**config.mk**
```make
export PLATFORM = sky130hd
export DESIGN_NAME = conv_window_reader_flat
export DESIGN_NICKNAME = d
export VERILOG_FILES = /design/src/rtl/conv_window_reader_if.sv /design/src/rtl/conv_window_reader.sv /design/src/flat_wrapper.sv
export SDC_FILE = /design/constraint.sdc
export NUM_CORES = 2
export LEC_CHECK = 0
export CORE_AREA = 3 3 488 490
export CTS_BUF_LIST = sky130_fd_sc_hd__clkbuf_8
export DETAILED_ROUTE_END_ITERATION = 10
export DIE_AREA = 0 0 491 493
export PLACE_DENSITY_LB_ADDON = 0.15
export SLEW_MARGIN = 30
export SYNTH_ARGS = -nofsm -noshare
export SYNTH_HDL_FRONTEND = slang
export SYNTH_SLANG_ARGS = --single-unit
```
**constraint.sdc**
```tcl
create_clock -name clk -period 17.1 [get_ports clk]
set_input_delay 3.42 -clock clk [delete_from_list [all_inputs] [get_ports clk]]
set_output_delay 3.42 -clock clk [all_outputs]
set_load 0.01 [all_outputs]
```
**src/rtl/conv_window_reader_if.sv**
```systemverilog
// conv_window_reader_if: buffer read bus and window handshake
// bundle between a double buffer, the reader and a conv core.
interface conv_window_reader_if #(
   parameter int WIDTH        = 16,
   parameter int ADDR_WIDTH   = 16,
   parameter int OUT_PORT_NUM = 25
);
   logic [1:0]                         data_fill_cnt;
   logic                               rd_en;
   logic [OUT_PORT_NUM*ADDR_WIDTH-1:0] rd_addr_NP;
   logic [OUT_PORT_NUM*WIDTH-1:0]      rd_data_NP;
   logic [OUT_PORT_NUM*WIDTH-1:0]      win_data;
   logic                               win_valid;
   logic                               win_ready;
   logic [ADDR_WIDTH-1:0]              win_row;
   logic [ADDR_WIDTH-1:0]              win_col;
   logic                               frame_done;

   modport master (
      input  data_fill_cnt,
      input  rd_data_NP,
      input  win_ready,
      output rd_en,
      output rd_addr_NP,
      output win_data,
      output win_valid,
      output win_row,
      output win_col,
      output frame_done
   );

   modport slave (
      output data_fill_cnt,
      output rd_data_NP,
      output win_ready,
      input  rd_en,
      input  rd_addr_NP,
      input  win_data,
      input  win_valid,
      input  win_row,
      input  win_col,
      input  frame_done
   );
endinterface

```
**src/rtl/conv_window_reader.sv**
```systemverilog
// conv_window_reader: walks KxK windows over a filled buffer
// in row-major order and hands each one to the conv core.
module conv_window_reader #(
   parameter int IMG_W        = 28,
   parameter int IMG_H        = 28,
   parameter int K            = 5,
   parameter int WIDTH        = 16,
   parameter int ADDR_WIDTH   = 16,
   parameter int OUT_PORT_NUM = K*K
) (
   input logic                 clk,
   input logic                 rst_n,
   conv_window_reader_if.master bus
);

   localparam logic [ADDR_WIDTH-1:0] LAST_COL =
      ADDR_WIDTH'(IMG_W - K);
   localparam logic [ADDR_WIDTH-1:0] LAST_ROW =
      ADDR_WIDTH'(IMG_H - K);
   localparam logic [ADDR_WIDTH-1:0] ONE =
      ADDR_WIDTH'(1);

   typedef enum logic [2:0] {
      IDLE,
      ADDR,
      FETCH,
      HOLD,
      DONE
   } state_t;

   state_t state_q, state_d;

   logic [ADDR_WIDTH-1:0] row_q, row_d;
   logic [ADDR_WIDTH-1:0] col_q, col_d;
   logic                  rd_en_q;

   logic [OUT_PORT_NUM*ADDR_WIDTH-1:0] addr_q, addr_d;
   logic [OUT_PORT_NUM*WIDTH-1:0]      data_q;

   // next state and window position; count is only looked at in IDLE
   always_comb begin
      state_d = state_q;
      row_d   = row_q;
      col_d   = col_q;
      unique case (state_q)
         IDLE: begin
            if (bus.data_fill_cnt != 2'd0) begin
               state_d = ADDR;
               row_d   = '0;
               col_d   = '0;
            end
         end
         ADDR:  state_d = FETCH;
         FETCH: state_d = HOLD;
         HOLD: begin
            if (bus.win_ready) begin
               if (col_q < LAST_COL) begin
                  col_d   = col_q + ONE;
                  state_d = ADDR;
               end else if (row_q < LAST_ROW) begin
                  col_d   = '0;
                  row_d   = row_q + ONE;
                  state_d = ADDR;
               end else begin
                  state_d = DONE;
               end
            end
         end
         DONE:    state_d = IDLE;
         default: state_d = IDLE;
      endcase
   end

   // tap addresses for the window about to be entered
   always_comb begin
      int tmp;
      tmp    = 0;
      addr_d = '0;
      for (int p = 0; p < OUT_PORT_NUM; p++) begin
         tmp = (int'(row_d) + p / K) * IMG_W
             + int'(col_d) + p % K;
         addr_d[p*ADDR_WIDTH +: ADDR_WIDTH] =
            ADDR_WIDTH'(tmp);
      end
   end

   // state and window position registers
   always_ff @(posedge clk or negedge rst_n) begin
      if (!rst_n) begin
         state_q <= IDLE;
         row_q   <= '0;
         col_q   <= '0;
      end else begin
         state_q <= state_d;
         row_q   <= row_d;
         col_q   <= col_d;
      end
   end

   // rd_en stays high across all windows of a frame
   always_ff @(posedge clk or negedge rst_n) begin
      if (!rst_n) begin
         rd_en_q <= 1'b0;
      end else begin
         rd_en_q <= (state_d inside {ADDR, FETCH, HOLD});
      end
   end

   // addresses load on entry to ADDR and hold until the next one
   always_ff @(posedge clk or negedge rst_n) begin
      if (!rst_n) begin
         addr_q <= '0;
      end else if (state_d == ADDR) begin
         addr_q <= addr_d;
      end
   end

   // buffer data lags the address by one cycle, caught in FETCH
   always_ff @(posedge clk or negedge rst_n) begin
      if (!rst_n) begin
         data_q <= '0;
      end else if (state_q == FETCH) begin
         data_q <= bus.rd_data_NP;
      end
   end

   assign bus.rd_en      = rd_en_q;
   assign bus.rd_addr_NP = addr_q;
   assign bus.win_data   = data_q;
   assign bus.win_valid  = (state_q == HOLD);
   assign bus.win_row    = row_q;
   assign bus.win_col    = col_q;
   assign bus.frame_done = (state_q == DONE);

endmodule

```
**src/flat_wrapper.sv**
```systemverilog
// flat-port wrapper written by rule: the top's interface ports become plain ports
module conv_window_reader_flat 
#(
   parameter int IMG_W        = 28,
   parameter int IMG_H        = 28,
   parameter int K            = 5,
   parameter int WIDTH        = 16,
   parameter int ADDR_WIDTH   = 16,
   parameter int OUT_PORT_NUM = K*K
)
  (clk, rst_n, bus_data_fill_cnt, bus_rd_data_NP, bus_win_ready, bus_rd_en, bus_rd_addr_NP, bus_win_data, bus_win_valid, bus_win_row, bus_win_col, bus_frame_done);
  conv_window_reader_if #(.WIDTH(WIDTH), .ADDR_WIDTH(ADDR_WIDTH), .OUT_PORT_NUM(OUT_PORT_NUM)) bus_i ();
  input logic clk;
  input logic rst_n;
  input wire logic [$bits(bus_i.data_fill_cnt)-1:0] bus_data_fill_cnt;
  input wire logic [$bits(bus_i.rd_data_NP)-1:0] bus_rd_data_NP;
  input wire logic [$bits(bus_i.win_ready)-1:0] bus_win_ready;
  output wire logic [$bits(bus_i.rd_en)-1:0] bus_rd_en;
  output wire logic [$bits(bus_i.rd_addr_NP)-1:0] bus_rd_addr_NP;
  output wire logic [$bits(bus_i.win_data)-1:0] bus_win_data;
  output wire logic [$bits(bus_i.win_valid)-1:0] bus_win_valid;
  output wire logic [$bits(bus_i.win_row)-1:0] bus_win_row;
  output wire logic [$bits(bus_i.win_col)-1:0] bus_win_col;
  output wire logic [$bits(bus_i.frame_done)-1:0] bus_frame_done;
  assign bus_i.data_fill_cnt = bus_data_fill_cnt;
  assign bus_i.rd_data_NP = bus_rd_data_NP;
  assign bus_i.win_ready = bus_win_ready;
  assign bus_rd_en = bus_i.rd_en;
  assign bus_rd_addr_NP = bus_i.rd_addr_NP;
  assign bus_win_data = bus_i.win_data;
  assign bus_win_valid = bus_i.win_valid;
  assign bus_win_row = bus_i.win_row;
  assign bus_win_col = bus_i.win_col;
  assign bus_frame_done = bus_i.frame_done;
  conv_window_reader #(.IMG_W(IMG_W), .IMG_H(IMG_H), .K(K), .WIDTH(WIDTH), .ADDR_WIDTH(ADDR_WIDTH), .OUT_PORT_NUM(OUT_PORT_NUM)) u_core (.clk(clk), .rst_n(rst_n), .bus(bus_i));
endmodule
```
==> out/qor.yml <==
final-setup-viol-count: 0
synth_ff_type: "dfrtp_1"
p_leak_nw: 25.10
max_freq_mhz: 93.07
cts.htree.levels: 4
grt_use_total: 0.2275
multi_input_area_mm2: 0.01933
p_per_area_mw_per_mm2: 167.6
maxCapViolCount: 0
cp_slowest_cell: "xnor2_1"
setup_tns_ns: 0
syn_nets: 4409
ant_nets: 0
synth_cells: 3770
end_kind: "register"
synth_edf_count: 0
timing.final.crit_share: 0.6284
ys_types: 82
drt_iter0_markers: 2032
wirelength_mm: 283.0
cts_setup_buffers: 0
layout.area.seq_mm2: 0.01927
num_rows: 178
vdd_drop_max_uv: 100.2
crit_type: "primary input to register"
final-max-slew-violation-count: 0
cts_root_buf: "clkbuf_8"
finClkSkew_ns: 0.07684
rsz0062_at_grt: "no"
slew_headroom: 0.3153
insertion_delay_ns: 0.96
overflow: 0
routabilityCongestion: 0.8507
dp_slack_ns: 5.386
syn_to_final_growth_pct: 48.90
layout.cells.non_filler: 8366
clk_pin_slew_ns: 0.06
dp_cells: 8036
worst-slew-pin-transition_ns: 1.027
cts_tree: "built"
initial_utilization: 0.1716
yosysSeqAreaShare: 0.4787
grt_pass1_vias: 34610
clock_path_buffers: 3
cp_max_fo: 16
fin_ws_ns: 6.355
pin_count: 1240
cp-start-kind: "primary input"
die_w_um: 491
fillerInstances: 25090
die_h_um: 493
drive_gt1_frac: 0.1534
cts.sinks: 770
hpwl_mm: 233.3
numCtsBuffers: 167
antenna_found_initial: 148
via_per_inst: 4.072
synth-seq-cells: 770
syn_avg_cell_area_um2: 10.68
required_ns: 17.93
slowest_delay_ns: 0.74
grt_pass1_wl_mm: 362.9
finalCriticalPeriod_ns: 10.74
syn_area_mm2: 0.04025
layout.nets: 5695
hp-class: "register to register"
cts-hold-fix-buffers: 0
drc_errors: 0
fp.coreArea_mm2: 0.2345
status: "complete, no violations"
critPathArrivalTime_ns: 11.58
cts.repair.resized: 0
port_buffers: 1239
synthArstFlopShare: 1.000
drtPass1Iterations: 5
hold_viol: 0
vias: 34070
ys_warn_count: 0
dieArea_mm2: 0.2421
wl_per_cell_um: 33.82
grt_max_degree: 152
-- metrics by stage --
step	hold WS [ns]	instance area [µm²]	total power [mW]	util
2_1_floorplan	0.4685	40250	4.737	-
3_3_place_gp	0.4552	56400	8.083	0.2405
3_5_place_dp	0.4592	56470	8.081	0.2408
6_report	0.4696	59940	10.05	0.2556
5_1_grt	0.4937	59860	10.54	0.2553
4_1_cts	0.4714	59820	10.33	0.2551
-- cells by family (layout without fill, tap and decap cells) --
| group | after synthesis | after routing | synth area share |
|---|---|---|---|
| XOR/XNOR | 424 | 424 | 0.09537 |
| flip-flops | 770 | 770 | 0.4787 |
| adder cells (fa/ha/maj) | 234 | 234 | 0.08337 |
| other | 0 | 33 | 0 |
| buffers and inverters | 405 | 1818 | 0.04414 |
| AND/OR/NAND/NOR | 1007 | 1007 | 0.1089 |
| AO/OA/AOI/OAI | 517 | 517 | 0.07386 |
| multiplexers | 413 | 413 | 0.1156 |
-- cell type report --
type,count,share of cell area
repair buffers,1335,0.2210
clock buffers,206,0.04730
inverters,187,0.01179
diodes,33,0.001378
multi-input cells,2595,0.3225
flip-flops and latches,770,0.3215
well taps,3150,0.06576
clock inverters,90,0.008747
-- final timing paths --
check / slack (ns) / from / endpoint / cells after the start
worst max register to register: 8.44 / u_core.bus.win_row[13]$_DFF_PN0_ / u_core.bus.rd_addr_NP[286]$_DFFE_PN0P_ / 30
worst min register to register: 0.47 / u_core.bus.rd_addr_NP[6]$_DFFE_PN0P_ / u_core.bus.rd_addr_NP[6]$_DFFE_PN0P_ / 2
min in group asynchronous: 2.48 / rst_n / u_core.bus.rd_addr_NP[104]$_DFFE_PN0P_ / 1
worst max-delay path: 6.36 / bus_win_ready / u_core.bus.rd_addr_NP[286]$_DFFE_PN0P_ / 30
max in group asynchronous: 11.80 / rst_n / u_core.bus.rd_addr_NP[399]$_DFFE_PN0P_ / 4
worst min-delay path: 0.47 / u_core.bus.rd_addr_NP[6]$_DFFE_PN0P_ / u_core.bus.rd_addr_NP[6]$_DFFE_PN0P_ / 2
-- where the power goes --
group          switching, mW  total, mW  internal, mW  leakage [nW]
Combinational           2.87       4.98          2.10          13.6
Sequential             0.436       2.94          2.50          9.50
Clock                   1.01       2.13          1.12          1.95
-- state kept, by name, indices dropped and copies added, names as in the netlist, named ones only --
register / cells
u_core.bus.win_col: 16
u_core.bus.rd_en: 1
u_core.bus.rd_addr_NP: 334
u_core.state_q: 3
u_core.bus.win_row: 14
u_core.bus.win_data: 400
-- cells in the mapped netlist (7+ instances only) --
master	count	area, µm²
a211oi_1	7	52.55
a21o_1	31	232.7
a21oi_1	161	805.8
and2_1	30	187.7
and3_1	18	112.6
buf_1	9	33.78
buf_4	66	495.5
clkbuf_1	140	525.5
dfrtp_1	770	19270
fa_1	57	1141
ha_1	177	2215
inv_1	185	694.4
mux2_2	410	4617
nand2_1	472	1772
nand2b_1	23	143.9
nand3_1	36	180.2
nand4_1	17	106.4
nor2_1	292	1096
nor2b_1	23	143.9
nor3_1	43	215.2
nor4_1	11	68.82
o21a_1	18	135.1
o21ai_0	218	1091
o21ai_1	12	60.06
o21bai_1	9	67.56
or2_2	8	50.05
or3_1	7	43.79
xnor2_1	266	2330
xor2_1	147	1287
-- placed cells by master (no fill, tap or decap), types with 13 or more instances in the layout --
| cell type | n |
|---|---|
| diode_2 | 33 |
| nand3_1 | 35 |
| nor2b_1 | 23 |
| xnor2_1 | 259 |
| and3_1 | 17 |
| clkinv_2 | 16 |
| fa_1 | 57 |
| nor3_1 | 41 |
| mux2_2 | 410 |
| a21o_1 | 31 |
| clkdlybuf4s50_1 | 1238 |
| o21a_1 | 18 |
| inv_1 | 243 |
| a21oi_1 | 161 |
| xor2_1 | 146 |
| nor2_1 | 291 |
| nand4_1 | 17 |
| o21ai_0 | 217 |
| ha_1 | 175 |
| o21ai_1 | 13 |
| nand2b_1 | 23 |
| dfrtp_1 | 770 |
| clkbuf_8 | 206 |
| buf_4 | 87 |
| nand2_1 | 472 |
| and2_1 | 30 |
-- worst max-delay path, delay by kind of cell --
| kind | cells | cell delay [ns] |
|---|---|---|
| mux | 2 | 0.83 |
| fa+ha+maj | 4 | 1.55 |
| simple gates | 12 | 2.67 |
| compound gates | 4 | 0.98 |
| xor+xnor | 4 | 1.24 |
| buf+inv | 4 | 0.88 |
-- metal layers --
metal  GRT usage  routed length, µm  vias to the layer above
met4     0.05889               7557                       86
met2      0.3766             133500                     1223
met5           0                546                        -
met3     0.09778              26550                      387
li1            -                  -                    15170
met1      0.2695             114800                    17200
Note: power is estimated with default switching activity, not from simulation.
